--- src/rtl/alu_issue_stage.sv ---
// ---------------------------------------------------------------------------
// alu_issue_stage
//
// Issue stage in front of the 32-bit combinational (gate-level) ALU.
// Requests are buffered in a small FIFO. One request at a time is loaded into
// the operand register that drives the ALU. The operands are held for SETTLE
// cycles so the ALU output can settle. Result, flags and tag are then captured
// into an output register and offered downstream. A saturating counter keeps
// track of how many captured operations reported overflow.
//
// Ports:
//   clk, reset       single rising-edge clock, asynchronous active-high reset
//   in_valid/in_ready, in_a, in_b, in_cmd, in_tag
//                    request input (FIFO push side)
//   alu_a, alu_b, alu_cmd
//                    registered operands/command driven into the ALU
//   alu_result, alu_carryout, alu_zero, alu_overflow
//                    combinational ALU response
//   out_valid/out_ready, out_result, out_carryout, out_zero, out_overflow,
//   out_tag          captured result (output register side)
//   ovf_count        saturating count of captured ops with overflow set
//
// Handshakes (both sides): a transfer happens on a rising edge where valid and
// ready are both 1. A producer holds valid and its payload stable until the
// transfer. ready may depend only on registered state. ready while valid is 0
// has no effect.
// ---------------------------------------------------------------------------
module alu_issue_stage #(
    parameter int DEPTH  = 4,   // FIFO entries, power of two, >= 2
    parameter int SETTLE = 2,   // operand hold cycles before sampling, >= 1
    parameter int TAG_W  = 4    // opaque tag width
) (
    input  logic             clk,
    input  logic             reset,

    input  logic             in_valid,
    output logic             in_ready,
    input  logic [31:0]      in_a,
    input  logic [31:0]      in_b,
    input  logic [2:0]       in_cmd,
    input  logic [TAG_W-1:0] in_tag,

    output logic [31:0]      alu_a,
    output logic [31:0]      alu_b,
    output logic [2:0]       alu_cmd,
    input  logic [31:0]      alu_result,
    input  logic             alu_carryout,
    input  logic             alu_zero,
    input  logic             alu_overflow,

    output logic             out_valid,
    input  logic             out_ready,
    output logic [31:0]      out_result,
    output logic             out_carryout,
    output logic             out_zero,
    output logic             out_overflow,
    output logic [TAG_W-1:0] out_tag,

    output logic [7:0]       ovf_count
);

    localparam int PTR_W = $clog2(DEPTH);
    localparam int CNT_W = $clog2(DEPTH + 1);
    localparam int SET_W = (SETTLE < 2) ? 1 : $clog2(SETTLE + 1);
    localparam int ENT_W = 32 + 32 + 3 + TAG_W;

    typedef enum logic [1:0] {
        IDLE = 2'd0,
        EXEC = 2'd1,
        OUT  = 2'd2
    } state_t;

    // -----------------------------------------------------------------------
    // Request FIFO
    // -----------------------------------------------------------------------
    logic [ENT_W-1:0] mem [DEPTH];
    logic [PTR_W-1:0] wr_ptr;
    logic [PTR_W-1:0] rd_ptr;
    logic [CNT_W-1:0] count;

    state_t           state;
    logic [SET_W-1:0] cnt;

    logic             push;
    logic             pop;
    logic             fifo_empty;
    logic [ENT_W-1:0] head;

    // in_ready is derived from the registered count only, so a pop in the
    // same cycle never lets a push into a full FIFO.
    assign in_ready   = (count != CNT_W'(DEPTH));
    assign fifo_empty = (count == '0);
    assign push       = in_valid && in_ready;
    // The FSM takes the head exactly when it leaves IDLE.
    assign pop        = (state == IDLE) && !fifo_empty;
    assign head       = mem[rd_ptr];

    // Storage carries no reset: contents are only meaningful below count.
    always_ff @(posedge clk) begin
        if (push) begin
            mem[wr_ptr] <= {in_a, in_b, in_cmd, in_tag};
        end
    end

    // Pointers are PTR_W bits wide and DEPTH is a power of two, so the
    // natural rollover of the increment is the modulo-DEPTH wrap.
    always_ff @(posedge clk or posedge reset) begin
        if (reset) begin
            wr_ptr <= '0;
            rd_ptr <= '0;
            count  <= '0;
        end else begin
            if (push) begin
                wr_ptr <= wr_ptr + PTR_W'(1);
            end
            if (pop) begin
                rd_ptr <= rd_ptr + PTR_W'(1);
            end
            case ({push, pop})
                2'b10:   count <= count + CNT_W'(1);
                2'b01:   count <= count - CNT_W'(1);
                default: count <= count;
            endcase
        end
    end

    // -----------------------------------------------------------------------
    // Issue FSM, operand register, output register, overflow counter
    // -----------------------------------------------------------------------
    logic [TAG_W-1:0] op_tag;

    always_ff @(posedge clk or posedge reset) begin
        if (reset) begin
            state        <= IDLE;
            cnt          <= '0;
            alu_a        <= '0;
            alu_b        <= '0;
            alu_cmd      <= '0;
            op_tag       <= '0;
            out_valid    <= 1'b0;
            out_result   <= '0;
            out_carryout <= 1'b0;
            out_zero     <= 1'b0;
            out_overflow <= 1'b0;
            out_tag      <= '0;
            ovf_count    <= '0;
        end else begin
            case (state)
                IDLE: begin
                    if (!fifo_empty) begin
                        alu_a   <= head[ENT_W-1 -: 32];
                        alu_b   <= head[ENT_W-33 -: 32];
                        alu_cmd <= head[TAG_W+2 -: 3];
                        op_tag  <= head[TAG_W-1:0];
                        cnt     <= SET_W'(SETTLE);
                        state   <= EXEC;
                    end
                end

                // Operands are untouched here, giving the ALU SETTLE full
                // cycles of stable inputs before the capture edge.
                EXEC: begin
                    if (cnt == SET_W'(1)) begin
                        out_result   <= alu_result;
                        out_carryout <= alu_carryout;
                        out_zero     <= alu_zero;
                        out_overflow <= alu_overflow;
                        out_tag      <= op_tag;
                        out_valid    <= 1'b1;
                        if (alu_overflow && (ovf_count != 8'hFF)) begin
                            ovf_count <= ovf_count + 8'd1;
                        end
                        state <= OUT;
                    end else begin
                        cnt <= cnt - SET_W'(1);
                    end
                end

                // Output register stays frozen until the consumer takes it.
                // alu_a/alu_b/alu_cmd keep their last values on purpose.
                OUT: begin
                    if (out_ready) begin
                        out_valid <= 1'b0;
                        state     <= IDLE;
                    end
                end

                default: begin
                    state <= IDLE;
                end
            endcase
        end
    end

endmodule
--- config.mk ---
export PLATFORM = sky130hd
export DESIGN_NAME = alu_issue_stage
export DESIGN_NICKNAME = d
export VERILOG_FILES = /design/src/rtl/alu_issue_stage.sv
export SDC_FILE = /design/constraint.sdc
export NUM_CORES = 1
export LEC_CHECK = 0
export ABC_CLOCK_PERIOD_IN_PS = 13300
export CORE_MARGIN = 2
export CORE_UTILIZATION = 51
export DETAILED_ROUTE_END_ITERATION = 6
export PLACE_DENSITY_LB_ADDON = 0.15
export SLEW_MARGIN = 0
export SYNTH_ARGS = -nofsm -noshare
export SYNTH_HDL_FRONTEND = slang
export SYNTH_SLANG_ARGS = --single-unit
--- constraint.sdc ---
create_clock -name clk -period 13.3 [get_ports clk]
set_clock_uncertainty 0.15 [all_clocks]
set_input_delay 2.66 -clock clk [delete_from_list [all_inputs] [get_ports clk]]
set_output_delay 2.66 -clock clk [all_outputs]
set_load 0.02 [all_outputs]
==> results of run 1 <==
## cells by family after synthesis
family / Yosys count / share of synthesized area (%)
flip-flops: 414 / 76.4
multiplexers: 75 / 10.6
XOR/XNOR: 10 / 0.568
AO/OA/AOI/OAI: 9 / 0.341
AND/OR/NAND/NOR: 362 / 9.17
buffers and inverters: 53 / 2.21
adder cells (fa/ha/maj): 8 / 0.698
## flip-flops by register name, summed over array words and instances, names as in the netlist, 2 cells and up
name / cells
mem: 284
alu_a: 32
alu_b: 32
out_result: 32
ovf_count: 8
op_tag: 4
out_tag: 4
alu_cmd: 3
count: 3
cnt: 2
rd_ptr: 2
state: 2
wr_ptr: 2
## layer usage
| metal | vias up | share of wire, % |
|---|---|---|
| met3 | 39 | 6.3 |
| met1 | 4096 | 41 |
| met2 | 250 | 50 |
| met5 | - | 0 |
| li1 | 3809 | - |
| met4 | 0 | 2.0 |
## through the flow
stage / hold WS (ps) / worst slack [ps] / instances
floorplan: 289 / 7020 / 931
global placement: 299 / 8390 / 1514
detailed placement: 306 / 8360 / 1514
CTS: 322 / 8560 / 1588
global route: 348 / 8440 / 1588
finish: 319 / 8590 / 1588
## cells in the final DEF, fill, tap and decap left out, drive strengths merged, types with 9 or more instances in the layout
cell	n
nand2	334
edfxtp	284
clkdlybuf4s50	225
dfrtp	130
mux4	71
clkbuf	61
inv	13
clkinv	10
buf	9
## final timing paths
kind                            from             end  cells after the start  slack (ps)
max reg2reg                rd_ptr[0]       alu_b[20]                      4       10580
min in group asynchronous      reset  out_result[15]                      2        2410
max                         count[0]        in_ready                      3        8590
min                        op_tag[2]      out_tag[2]                      2         320
max in group asynchronous      reset       rd_ptr[0]                      3        9050
min reg2reg                op_tag[2]      out_tag[2]                      2         320
## worst max-delay path, delay by kind of cell, from the launching register on
kind	cells	cell delay, ps
buf+inv	2	770
flops	1	390
simple gates	1	220
## layout make-up
type	instances	area share (%)
Clock buffer	61	6.22
Clock inverter	13	0.642
Inverter	12	0.266
Multi-Input combinational cell	464	17.2
Sequential cell	414	61.1
Tap cell	390	2.53
Timing Repair Buffer	234	12.0
## power breakdown
part / switching, W / internal (W) / total (W) / leakage [nW]
registers: 0.000211 / 0.00177 / 0.00198 / 4.20
logic: 0.000791 / 0.000684 / 0.00147 / 2.56
clock network: 0.000458 / 0.000664 / 0.00112 / 0.657
==> results.md, run 1 <==
Clock network:
- The number of buffers added for setup after CTS is 0.
- Buffers inserted to repair hold after CTS numbered 0.
- The clock net in this run drives a total of 414 sinks.
- The clock slew at the register clock pins of the worst setup and hold paths is approximately 60 ps.
- TritonCTS built the clock tree.
- The latest clock arrival within the worst-skew pair is ~540 ps.
- The TritonCTS buffer count is between 40 and 50.
- The clock tree root buffer cell is sky130_fd_sc_hd__clkbuf_16.
- After clock tree synthesis, the repair step resized 0 gates.
- The H-tree was split into 2 levels.
- The clock passes through at most 3 buffers.

Floorplan:
- The die covers between 30,000 and 40,000 um2.
- The initialized floorplan defines 63 standard-cell rows.
- The die is about 180 um tall.
- During I/O placement, the number of pins put on the boundary was 226.
- The initial utilization of the core area, before any placement, comes to about half.
- The core region is just under 30,000 um2.
- The die is around 180 um wide.

Synth:
- The synthesized cell area is 15,400 um2.
- The commonest cells after synthesis are sky130_fd_sc_hd__nand2_1 (334), sky130_fd_sc_hd__edfxtp_1 (284), sky130_fd_sc_hd__dfrtp_1 (130).
- The most repeated cell in the gate-level netlist after synthesis is sky130_fd_sc_hd__nand2_1.
- In this run, synthesis produced a sequential element count of about 410.
- The cell type contributing the most total cell area after synthesis is sky130_fd_sc_hd__edfxtp_1.
- Yosys attributes the largest share of cell area to sky130_fd_sc_hd__edfxtp_1 (55%), sky130_fd_sc_hd__dfrtp_1 (21%), sky130_fd_sc_hd__mux4_2 (10%).
- The number of warnings printed during yosys synthesis is 0.
- The number of enable flip-flop cells after synthesis is ~280.
- Synthesis instantiated 34 different standard cells from the library.
- The post-synth net total is between 1,000 and 1,500.
- The prevailing post-synth register cell is sky130_fd_sc_hd__edfxtp_1.
- After synthesis, the largest area contributor takes up 55.3% of total cell area.
- Sequential elements use 76.4% of the synthesized area.
- After synthesis, the share of flip-flops with an asynchronous set or reset is 31.4%.
- The synthesized area per cell is roughly 17 um2.
- The count of mapped cells out of synthesis is 931.

STA:
- The number of max-slew violations in the final report is 0.
- The shortest period the worst path allows is 4710 ps.
- The count of endpoints failing hold in the final timing report was 0.
- The slew at the pin closest to its max-slew limit is around 1100 ps.
- The upper clock frequency limit is around 210 MHz.
- The setup violation total in the final timing report is 0.
- Setup repair after global routing left no endpoint under its margin.
- Headroom to the max-slew limit came out at a little over a quarter.
- In the final timing run, aggregate negative setup slack is 0 ps.
- Dividing the final minimum period by the clock period gives 35.4%.

Global routing:
- met2 is the most crowded layer.
- The global-route total usage across every layer is approximately 20%.
- The via count of the first global-routing pass is approximately 8,600.
- The first global-routing pass estimated around 47,000 um of wire.
- The initial antenna violation count is 0.
- The pin count of the biggest net entering global routing is a little under 80.
- The met2 capacity usage during global routing is around a third.
- For this run, global-route usage on met1 was measured as 25.5%.
- The total overflow left after global routing is 0.
- For this run, global-route usage on met3 was measured as under 10%.

Cells and area:
- The number of antenna diodes in the final layout is 0.
- For this run, the post-layout net count is between 1,000 and 1,500.
- The final core area utilization is 64.9%.
- The area of the multi-input gates is approximately 3300 um2.
- The storage element area is around 12,000 um2.
- The number of fillers in the final layout is around 2,200.
- Of the cells placed in the final design, the portion with a size suffix greater than 1 is approximately an eighth.
- The post-layout instance area is roughly 19,000 um2.
- The growth of design area from synthesis to finish is 25.1%.

Power:
- Power spread over the standard cell area amounts to about 240 nW/um2.
- For this design the static power due to leakage is about 7.4 nW.
- Across the VDD grid, the largest voltage drop is 0.000113 V.
- The design draws about 0.0046 W.

Setup path:
- The data required time at the worst endpoint is between 10,000 and 15,000 ps.
- The slowest stage of the critical path is the sky130_fd_sc_hd__clkdlybuf4s50_1 cell.
- The top fanout value on the critical path is 6.
- Walking the worst path, the cells encountered are inv_1, nand3_1, clkdlybuf4s50_1.
- The maximum single-stage delay on the critical path is just under 700 ps.
- The class of the most critical setup path is flip-flop to output pin.
- The kind of launch point of the worst setup path is a flip-flop.
- The element type at the critical path end is an output pin.
- The endpoint arrival time on the critical path is approximately 1900 ps.

Placement:
- The final weighted congestion in routability-driven placement is about 0.72.
- Buffers placed on the I/O ports in this run total ~230.
- The HPWL reported at the end of detailed placement is between 15,000 and 20,000 um.
- The placement-stage cell area is roughly 18,000 um2.

Hold path:
- The type of the worst min-delay path is flip-flop to flip-flop.

Routing:
- The via count of the routed design is 8,194.
- The DRC violation count after routing is 0.
- The post-detailed-route via-to-cell ratio is ~5.2.
- The final antenna-violating net count is 0.
- The wire length reported by the detailed router is between 20,000 and 30,000 um.
- The routed length per placed instance is approximately 19 um.
- For this block, the initial DRC count from the detailed router was between 300 and 400.
- The detailed-routing iteration count for the pre-antenna-repair pass is 4.

Job:
- The max-cap violation count is 0.

Status:
- The flow ran to the end, and the final reports show no timing, DRC or antenna violations.
Note: power is estimated with default switching activity, not from simulation.
==> run 2, diff against run 1 <==
--- a/config.mk
+++ b/config.mk
@@ -5,9 +5,9 @@
 export SDC_FILE = /design/constraint.sdc
 export NUM_CORES = 1
 export LEC_CHECK = 0
-export ABC_CLOCK_PERIOD_IN_PS = 13300
+export ABC_CLOCK_PERIOD_IN_PS = 4000
 export CORE_MARGIN = 2
-export CORE_UTILIZATION = 51
+export CORE_UTILIZATION = 49
 export DETAILED_ROUTE_END_ITERATION = 6
 export PLACE_DENSITY_LB_ADDON = 0.15
 export SLEW_MARGIN = 0
==> constraint.sdc (replaced) <==
create_clock -name clk -period 4 [get_ports clk]
set_clock_uncertainty 0.15 [all_clocks]
set_input_delay 0.8 -clock clk [delete_from_list [all_inputs] [get_ports clk]]
set_output_delay 0.8 -clock clk [all_outputs]
set_load 0.02 [all_outputs]
==> results.md, run 2 (synthesized netlist as in run 1, its figures left out) <==
Global routing:
- The met3 demand-to-capacity share in global routing is 4.33% (was 3.66%).
- The pin count of the biggest net entering global routing was 76 (was 77).
- The global-route wire length before repair is 48,400 um (was 46,800 um).
- The global-route met1 utilization was 26.2% (was 25.5%).
- The initial antenna violation count came to 4 (was 0).
- The global-route total usage across every layer is 19.0% (was 19.5%).
- The via count of the first global-routing pass is 8,559 (was 8,600).
- The aggregate global routing overflow came to 0 (unchanged).
- The met2 capacity usage during global routing is 30.8% (was 33.5%).
- The most used routing layer in global routing is met2 (unchanged).

Placement:
- The number of input and output port buffers inserted is 225 (unchanged).
- The HPWL reported at the end of detailed placement is 18,700 um (was 17,500 um).
- The final weighted congestion in routability-driven placement is 0.733 (was 0.721).
- The placement-stage cell area was 18,100 um2 (was 18,000 um2).

Power:
- The post-route total power was 0.0152 W (was 0.00458 W).
- The worst ir drop on vdd is 0.000454 V (was 0.000113 V).
- The power density over the cells came to 786 nW/um2 (was 237 nW/um2).
- The leakage power figure is 7.42 nW (was 7.41 nW).

Setup path:
- The endpoint arrival time on the critical path is 1890 ps (was 1900 ps).
- The top fanout value on the critical path is 6 (unchanged).
- The data required time at the worst endpoint is 3050 ps (was 10,490 ps).
- The element type at the critical path end is an output pin (unchanged).
- The class of the most critical setup path is flip-flop to output pin (unchanged).
- The kind of launch point of the worst setup path is a flip-flop (unchanged).

STA:
- Of the available clock period, the critical path in the final layout requires about 70%.
- The setup TNS is 0 ps (unchanged).
- The setup violation total in the final timing report is 0 (unchanged).
- The headroom to the max-slew limit is 26.4% (was 27.1%).
- The smallest clock period supported by the final layout is computed as 2840 ps.
- The count of endpoints failing hold in the final timing report was 0 (unchanged).
- Static timing analysis puts the maximum clock frequency at 352 MHz.
- The slew at the pin closest to its max-slew limit is 1100 ps (was 1090 ps).
- Unrepaired setup endpoints after global routing: false (unchanged).
- The number of max-slew violations in the final report was 0 (unchanged).

Floorplan:
- The count of standard-cell rows is 64 (was 63).
- The area enclosed by the die boundary is 32,900 um2 (was 31,700 um2).
- The die boundary width is 181 um (was 178 um).
- The y dimension of the die came to 181 um (was 178 um).
- The area of the core came to 30,800 um2 (was 29,700 um2).
- The number of ports placed on the die boundary is 226 (unchanged).
- The starting density of the core came to 50.0% (was 51.9%).

Clock network:
- The clock tree root buffer cell is sky130_fd_sc_hd__clkbuf_16 (unchanged).
- The CTS tree is yes (unchanged).
- The clock slew at the register clock pins of the worst setup and hold paths is 60 ps (about the same).
- The latest clock arrival within the worst-skew pair is 520 ps (was 540 ps).
- The number of levels the H-tree was split into is 2 (unchanged).
- The post-cts resize count came to 0 (unchanged).
- The maximum buffer depth of the clock tree is 3 (unchanged).
- The sink count of the clock tree was 414 (unchanged).
- The TritonCTS buffer count was 41 (unchanged).
- The number of hold-repair buffers added at the cts stage was 0 (unchanged).
- The number of buffers added for setup after CTS is 0 (unchanged).

Status:
- Result of the run: complete, no violations (unchanged).

Routing:
- The count of routing violations after the opening detailed-route iteration came to 648 (was 398).
- The detailed-routing iteration count for the pre-antenna-repair pass came to 5 (was 4).
- The routed length per placed instance is 19.0 um (was 18.8 um).
- The wire length reported by the detailed router is 30,400 um (was 29,800 um).
- The DRC violation count after routing is 0 (unchanged).
- The via count of the routed design is 8,205 (was 8,194).
- The post-detailed-route via-to-cell ratio is 5.12 (was 5.16).
- The final antenna-violating net count is 0 (unchanged).

Hold path:
- The type of the worst min-delay path is flip-flop to flip-flop (unchanged).

Cells and area:
- The growth of design area from synthesis to finish came to 25.7% (was 25.1%).
- The flip-flop count of the largest register, all copies and words added is 284 (unchanged).
- The top register by number of flip-flops was mem (unchanged).
- The final net count was 1,290 (was 1,285).
- The post-layout instance area is 19,400 um2 (was 19,300 um2).
- The most frequent standard cell in the layout excluding fill and tap cells was sky130_fd_sc_hd__nand2_1 (unchanged).
- Most frequent cells in the layout: sky130_fd_sc_hd__nand2_1 (334), sky130_fd_sc_hd__edfxtp_1 (284), sky130_fd_sc_hd__clkdlybuf4s50_1 (225) (unchanged).
- The fraction of layout cells with a size suffix above 1 came to 12.5% (was 12.9%).

Job:
- The max-cap violation count is 0 (unchanged).
-- run 2: cell count changes in the layout (fill, tap and decap cells not counted), sizes merged --
cell | previous run | this run
inv | 13 | 12
diode | 0 | 2
buf | 9 | 14
clkbuf | 61 | 66
clkinvlp | 0 | 1
clkinv | 10 | 6
-- run 2: where the power goes --
group | switching (W) | internal (W)
Combinational | 0.00269 | 0.00234
Clock | 0.00149 | 0.00213
Sequential | 0.000695 | 0.00588
Total | 0.00488 | 0.0104
-- run 2: area by class of cell --
| type | count | area, um2 |
|---|---|---|
| Antenna cell | 2 | 5.00 |
| Multi-Input combinational cell | 464 | 3330 |
| Sequential cell | 414 | 11800 |
| Tap cell | 396 | 495 |
| Fill cell | 2256 | 11400 |
| Timing Repair Buffer | 239 | 2440 |
| Clock inverter | 9 | 100 |
| Inverter | 12 | 50.0 |
| Clock buffer | 66 | 1170 |
-- run 2: metrics by stage --
step	setup slack (ps)	cells	hold slack [ps]	util (%)
after floorplan	911	931	289	-
after global placement	1200	1525	300	58.7
after detailed placement	1160	1525	311	58.7
after CTS	1100	1600	326	62.9
after global routing	1060	1600	345	62.9
final	1160	1602	319	62.9
-- run 2: worst max-delay path, cell delays in order, from the launching register on --
cell	delay [ps]
sky130_fd_sc_hd__dfrtp_1	380
sky130_fd_sc_hd__inv_1	90
sky130_fd_sc_hd__nand3_1	210
sky130_fd_sc_hd__clkdlybuf4s50_1	700
-- run 2: worst paths after layout --
| check | start | endpoint | slack, ps | depth (start not counted) |
|---|---|---|---|---|
| hold / removal | alu_cmd[0] | alu_cmd[0] | 320 | 2 |
| min in group asynchronous | reset | out_result[24] | 630 | 2 |
| max in group asynchronous | reset | rd_ptr[1] | 2340 | 3 |
| setup reg to reg | state[0] | count[2] | 1390 | 8 |
| setup / recovery | count[0] | in_ready | 1160 | 3 |
| hold reg to reg | alu_cmd[0] | alu_cmd[0] | 320 | 2 |
-- run 2: routing by layer --
metal / share of wire (%) / routed length [um]
met5: 0.089 / 27
met4: 2.1 / 637
met3: 6.7 / 2040
met2: 48 / 14500
met1: 43 / 13200
